[src/rtl/dmem_responder_pkg.sv]
// Shared types and constants for the data-memory responder.
package dmem_responder_pkg;

  localparam int WORD_W = 32;
  localparam int LAT_W  = 4;

  typedef enum logic [1:0] {
    ST_IDLE = 2'd0,
    ST_WAIT = 2'd1,
    ST_RESP = 2'd2
  } state_e;

  // A request faults when it is not word aligned or its word index falls past the array.
  function automatic logic addr_err(input logic [WORD_W-1:0] addr, input int depth);
    return (addr[1:0] != 2'b00) || (addr[WORD_W-1:2] >= 30'(depth));
  endfunction

endpackage

[src/rtl/dmem_responder_if.sv]
// Request/response port between the MEM stage (master) and the data-memory responder (slave).
interface dmem_responder_if;
  import dmem_responder_pkg::*;

  logic              req_valid;
  logic              req_we;
  logic [WORD_W-1:0] req_addr;
  logic [WORD_W-1:0] req_wdata;
  logic              req_ready;
  logic              rsp_valid;
  logic              rsp_ready;
  logic [WORD_W-1:0] rsp_rdata;
  logic              rsp_err;
  logic              mem_stall;

  modport master (
    output req_valid, req_we, req_addr, req_wdata, rsp_ready,
    input  req_ready, rsp_valid, rsp_rdata, rsp_err, mem_stall
  );

  modport slave (
    input  req_valid, req_we, req_addr, req_wdata, rsp_ready,
    output req_ready, rsp_valid, rsp_rdata, rsp_err, mem_stall
  );
endinterface

[src/rtl/dmem_responder_array.sv]
// Word-addressed storage: synchronous write, combinational read, synchronous active-low clear.
module dmem_array
  import dmem_responder_pkg::*;
#(
  parameter int DEPTH = 64,
  parameter int IDX_W = 6
) (
  input  logic              clk,
  input  logic              clr_n,
  input  logic              we,
  input  logic [IDX_W-1:0]  waddr,
  input  logic [WORD_W-1:0] wdata,
  input  logic [IDX_W-1:0]  raddr,
  output logic [WORD_W-1:0] rdata
);

  logic [WORD_W-1:0] mem_q [DEPTH];

  // Clear wins over a write so a store committing on a reset edge is dropped.
  always_ff @(posedge clk) begin
    if (!clr_n) begin
      for (int i = 0; i < DEPTH; i++) begin
        mem_q[i] <= '0;
      end
    end else if (we) begin
      mem_q[waddr] <= wdata;
    end
  end

  assign rdata = mem_q[raddr];

endmodule

[src/rtl/dmem_responder.sv]
// Fixed-latency responder for the pipeline's data-memory port.
module dmem_responder
  import dmem_responder_pkg::*;
#(
  parameter int DEPTH   = 64,
  parameter int LATENCY = 2
) (
  input  logic             clk,
  input  logic             rst,
  dmem_responder_if.slave  bus
);

  localparam int IDX_W = (DEPTH > 1) ? $clog2(DEPTH) : 1;

  state_e            state_q, state_d;
  logic [LAT_W-1:0]  count_q, count_d;
  logic              we_q, we_d;
  logic [WORD_W-1:0] addr_q, addr_d;
  logic [WORD_W-1:0] wdata_q, wdata_d;
  logic [WORD_W-1:0] rdata_q, rdata_d;
  logic              err_q, err_d;

  logic              commit_s;
  logic              c_we_s;
  logic [WORD_W-1:0] c_addr_s;
  logic [WORD_W-1:0] c_wdata_s;
  logic              c_err_s;
  logic              mem_we_s;
  logic [WORD_W-1:0] mem_rdata_s;

  // Next-state, capture and commit logic; with LATENCY==1 the commit uses the live request.
  always_comb begin
    state_d   = state_q;
    count_d   = count_q;
    we_d      = we_q;
    addr_d    = addr_q;
    wdata_d   = wdata_q;
    rdata_d   = rdata_q;
    err_d     = err_q;
    commit_s  = 1'b0;
    c_we_s    = we_q;
    c_addr_s  = addr_q;
    c_wdata_s = wdata_q;
    case (state_q)
      ST_IDLE: begin
        if (bus.req_valid) begin
          we_d      = bus.req_we;
          addr_d    = bus.req_addr;
          wdata_d   = bus.req_wdata;
          c_we_s    = bus.req_we;
          c_addr_s  = bus.req_addr;
          c_wdata_s = bus.req_wdata;
          if (LATENCY == 1) begin
            commit_s = 1'b1;
            state_d  = ST_RESP;
          end else begin
            count_d = LAT_W'(LATENCY - 1);
            state_d = ST_WAIT;
          end
        end else begin
          state_d = ST_IDLE;
        end
      end
      ST_WAIT: begin
        count_d = count_q - LAT_W'(1);
        if (count_q == LAT_W'(1)) begin
          commit_s = 1'b1;
          state_d  = ST_RESP;
        end else begin
          state_d = ST_WAIT;
        end
      end
      ST_RESP: begin
        if (bus.rsp_ready) begin
          state_d = ST_IDLE;
        end else begin
          state_d = ST_RESP;
        end
      end
      default: begin
        state_d = ST_IDLE;
      end
    endcase

    c_err_s  = addr_err(c_addr_s, DEPTH);
    mem_we_s = commit_s & c_we_s & ~c_err_s;
    if (commit_s) begin
      err_d   = c_err_s;
      rdata_d = (!c_err_s && !c_we_s) ? mem_rdata_s : '0;
    end else begin
      err_d   = err_q;
      rdata_d = rdata_q;
    end
  end

  // State, counter, capture and response registers with synchronous active-low reset.
  always_ff @(posedge clk) begin
    if (!rst) begin
      state_q <= ST_IDLE;
      count_q <= '0;
      we_q    <= 1'b0;
      addr_q  <= '0;
      wdata_q <= '0;
      rdata_q <= '0;
      err_q   <= 1'b0;
    end else begin
      state_q <= state_d;
      count_q <= count_d;
      we_q    <= we_d;
      addr_q  <= addr_d;
      wdata_q <= wdata_d;
      rdata_q <= rdata_d;
      err_q   <= err_d;
    end
  end

  dmem_array #(
    .DEPTH (DEPTH),
    .IDX_W (IDX_W)
  ) u_array (
    .clk   (clk),
    .clr_n (rst),
    .we    (mem_we_s),
    .waddr (c_addr_s[IDX_W+1:2]),
    .wdata (c_wdata_s),
    .raddr (c_addr_s[IDX_W+1:2]),
    .rdata (mem_rdata_s)
  );

  // Handshake outputs decode the registered state only, so rsp_ready never reaches req_ready.
  assign bus.req_ready = (state_q == ST_IDLE);
  assign bus.rsp_valid = (state_q == ST_RESP);
  assign bus.rsp_rdata = rdata_q;
  assign bus.rsp_err   = err_q;
  assign bus.mem_stall = (bus.req_valid & (state_q != ST_IDLE)) | (state_q != ST_IDLE);

endmodule

[src/flat_wrapper.sv]
// flat-port wrapper written by rule: the top's interface ports become plain ports
module dmem_responder_flat import dmem_responder_pkg::*;
#(
  parameter int DEPTH   = 64,
  parameter int LATENCY = 2
)
  (clk, rst, bus_req_valid, bus_req_we, bus_req_addr, bus_req_wdata, bus_rsp_ready, bus_req_ready, bus_rsp_valid, bus_rsp_rdata, bus_rsp_err, bus_mem_stall);
  dmem_responder_if bus_i ();
  input  logic clk;
  input  logic rst;
  input wire logic [$bits(bus_i.req_valid)-1:0] bus_req_valid;
  input wire logic [$bits(bus_i.req_we)-1:0] bus_req_we;
  input wire logic [$bits(bus_i.req_addr)-1:0] bus_req_addr;
  input wire logic [$bits(bus_i.req_wdata)-1:0] bus_req_wdata;
  input wire logic [$bits(bus_i.rsp_ready)-1:0] bus_rsp_ready;
  output wire logic [$bits(bus_i.req_ready)-1:0] bus_req_ready;
  output wire logic [$bits(bus_i.rsp_valid)-1:0] bus_rsp_valid;
  output wire logic [$bits(bus_i.rsp_rdata)-1:0] bus_rsp_rdata;
  output wire logic [$bits(bus_i.rsp_err)-1:0] bus_rsp_err;
  output wire logic [$bits(bus_i.mem_stall)-1:0] bus_mem_stall;
  assign bus_i.req_valid = bus_req_valid;
  assign bus_i.req_we = bus_req_we;
  assign bus_i.req_addr = bus_req_addr;
  assign bus_i.req_wdata = bus_req_wdata;
  assign bus_i.rsp_ready = bus_rsp_ready;
  assign bus_req_ready = bus_i.req_ready;
  assign bus_rsp_valid = bus_i.rsp_valid;
  assign bus_rsp_rdata = bus_i.rsp_rdata;
  assign bus_rsp_err = bus_i.rsp_err;
  assign bus_mem_stall = bus_i.mem_stall;
  dmem_responder #(.DEPTH(DEPTH), .LATENCY(LATENCY)) u_core (.clk(clk), .rst(rst), .bus(bus_i));
endmodule
[config.mk]
export PLATFORM = sky130hd
export DESIGN_NAME = dmem_responder_flat
export DESIGN_NICKNAME = d
export VERILOG_FILES = /design/src/rtl/dmem_responder_pkg.sv /design/src/rtl/dmem_responder_if.sv /design/src/rtl/dmem_responder_array.sv /design/src/rtl/dmem_responder.sv /design/src/flat_wrapper.sv
export SDC_FILE = /design/constraint.sdc
export NUM_CORES = 2
export LEC_CHECK = 0
export BUFFER_PORTS_ARGS = -buffer_cell sky130_fd_sc_hd__buf_2
export CAP_MARGIN = 10
export CORE_UTILIZATION = 50
export CTS_CLUSTER_SIZE = 30
export DETAILED_ROUTE_END_ITERATION = 8
export GPL_TIMING_DRIVEN = 0
export HOLD_SLACK_MARGIN = 0.02
export PLACE_DENSITY = 0.65
export SLEW_MARGIN = 20
export SYNTH_ARGS = -nofsm -noshare
export SYNTH_HDL_FRONTEND = slang
export SYNTH_HIERARCHICAL = 1
export SYNTH_SLANG_ARGS = --single-unit
[constraint.sdc]
create_clock -name clk -period 8.4 [get_ports clk]
set_input_delay 0.84 -clock clk [delete_from_list [all_inputs] [get_ports clk]]
set_output_delay 0.84 -clock clk [all_outputs]
set_load 0.005 [all_outputs]
==> run summary <==
Startpoint Class: flop
CTS buffer count: 221
Avg Vias per Cell: 6.56
Clock Root Buffer: clkbuf_16
slew margin rel.: 13.6%
Top FF cell, synth: edfxtp_1
initial antenna violation count: 49
FF-to-FF setup slack: 1.78 ns
number of synthesized flops with an enable pin: 2048
synthesized netlist cell count: 6450
Initial Util: 50.4%
1st-pass router iterations: 6
port bufs: 104
Synth area leaders: edfxtp_1, and2_1, mux4_2
final core occ: 58.1%
Avg Inst Size Synth: 15.1 sq um
CP endpoint kind: flop
Pins Over Slew Limit: 0
Syn. warnings: 6
ys async rst share: 0%
chip height: 443 microns
worst vdd ir: 0.000199 V
CTS tree: done
first-pass GRT wire length: 503 mm
drt initial violations: 10400
DR DRC count: 0
dpl hpwl: 273 mm
via count: 63400
worst-case reg-to-reg path depth: 12
layout cells sized above 1: 19.8%
Cell Area, Synth: 97100 sq um
Hold Vio Cnt, Final: 0
grt met2 use: 53.8%
Slew @ Worst Pin: 1.30 ns
Yosys cell types: 59
Placed Area: 105000 sq um
Pwr Total: 25.9 mW
path type of the worst setup path: reg -> reg
Setup violations, final: 0
grt peak-use layer: met2
# IOs: 105
Final Worst Setup Slack: 1.78 ns
vias in the first global route: 59900
Static Leakage: 40.6 nW
CTS clk-pin slew, worst paths: 0.06 ns
core box area: 193000 sq um
worst hold slack: 0.192 ns
DR WL/cell: 39.0 microns
WHS Path Cells: 3
pre-CTS WS: 1.76 ns
RePlAce Congestion: 1.10
Post-Syn Nets: 6521
drt total wl: 377 mm
Non-Filler Instances: 9666
CTS sink cnt: 2152
Final period util: 78.8%
post_cts resized: 0
WP data required: 9.14 ns
cell area after layout: 112000 sq um
Die X: 443 microns
CTS H-tree lvls: 4
Min-Delay Path Class: in -> reg
CP Max Fanout: 10
sequential area share after synthesis: 65.5%
GRT met3 Usage: 16.3%
DIE AREA: 196000 sq um
clock skew: 0.0456 ns
GR Util met1: 49.0%
share of the synthesized area in the top cell type: 63.4%
buffer count from post-CTS setup fixing: 0
area leader, netlist: edfxtp_1
FMAX: 0.151 GHz
Cells after DPL: 9216
clk_lat worst skew: 0.92 ns
RSZ-0062 raised after global routing: no
Clock Path Buffers: 3
P&R area growth vs syn: 15.4%
Worst EP arrival: 7.36 ns
min cycle time layout: 6.62 ns
Final TNS setup: 0 ns
gr ovfl total: 0
flop and latch count out of synthesis: 2152
nets: 6987
outcome: finished, final reports clean
Rows: 161
Max Cap Viol: 0
hold buffers post-CTS: 0
GRT Total Usage: 38.3%
number of fill cells in the layout: 14900
largest net degree at the start of global routing: 25
Final ANT Viol Nets: 0
cell area power density: 231 nW/um^2
[cell usage after synthesis (all sizes together), types with 89 or more instances]
cell type and count:
a21oi 89, and2 1935, and3 131, buf 206
clkbuf 472, dfxtp 104, edfxtp 2048, mux4 506
nand2 249, nor2 98, o21ai 104, o22ai 122
[state kept, by name (all words and copies together) (netlist names)]
name and count:
u_core/wdata_q 32, u_core/addr_q 32, u_core/state_q 2, u_core/bus.rsp_rdata 32
u_core/count_q 4, u_core/u_array/mem_q 2048, u_core/bus.rsp_err 1, u_core/we_q 1
[cell type report]
class	count	area (sq um)	share of cell area (%)
well taps	2526	3160	2.82
clock buffers	267	5790	5.17
plain buffers	678	3080	2.75
multi-input cells	3614	31300	28.0
clock inverters	141	1220	1.09
repair buffers	243	3720	3.32
inverters	6	22.5	0.0201
diodes	39	97.6	0.0871
flip-flops and latches	2152	63600	56.8
[logic make-up (layout without fill, tap and decap cells)]
kind of cell | Yosys count | count (layout) | share of synthesized area [%]
buffers and inverters | 684 | 1335 | 3.13
multiplexers | 596 | 596 | 12.7
adder cells (fa/ha/maj) | 2 | 2 | 0.0258
AND/OR/NAND/NOR | 2576 | 2576 | 15.7
flip-flops | 2152 | 2152 | 65.5
AO/OA/AOI/OAI | 440 | 440 | 2.94
other | 0 | 39 | 0
[path summary, 6_finish.rpt]
| kind | start | endpoint |
|---|---|---|
| worst max-delay path | u_core/count_q[0] | u_core/u_array/mem_q[40][17] |
| worst min-delay path | bus_req_addr[27] | u_core/addr_q[27] |
| worst max register to register | u_core/count_q[0] | u_core/u_array/mem_q[40][17] |
| worst min register to register | u_core/addr_q[19] | u_core/addr_q[19] |
[where the power goes]
part	total, mW	internal [mW]	switching (mW)	leakage (nW)
clock network	9.70	5.46	4.24	3.44
registers	12.2	12.1	0.111	22.0
logic	3.98	1.17	2.81	15.2
[layout by cell type (no fill, tap or decap), drive strengths merged, types with 6 or more instances in the layout]
cell type  synthesis  layout
mux2i             79      79
and3             131     131
o22ai            122     122
diode              0      39
o221ai            18      18
o2111ai           10      10
nand3b             8       8
mux2              11      11
a221oi            13      13
o31ai             22      22
nor2b              9       9
a2bb2oi            9       9
nor2              98      98
clkinv             0     111
nand4             24      24
a211oi             8       8
dfxtp            104     104
nand2            249     249
and2            1935    1935
clkbuf           472     741
bufinv             0      19
edfxtp          2048    2048
mux4             506     506
a22oi              8       8
nor4              35      35
nand3             22      22
a21oi             89      89
inv                6      13
nor3              19      19
buf              206     447
o21ai            104     104
o211ai            11      11
o22a              14      14
or3b               6       6
nand2b            22      22
[per-layer routing]
metal / routed length [microns] / share of wire (%)
met5: 143 / 0.038
met2: 159000 / 42
met4: 26900 / 7.1
met3: 59200 / 16
met1: 132000 / 35
[worst max-delay path, stage by stage (launching register included)]
cell	delay, ns
dfxtp_1	0.41
ha_1	0.18
or3b_1	0.46
nor3_4	0.72
o21ai_0	0.27
nor3_1	0.87
nand2_1	0.33
nor2_1	0.19
nand2_1	0.70
clkbuf_2	0.82
nor2_1	0.62
clkbuf_1	0.60
and2_1	0.24
No activity file was read; power rests on OpenSTA's default activity.
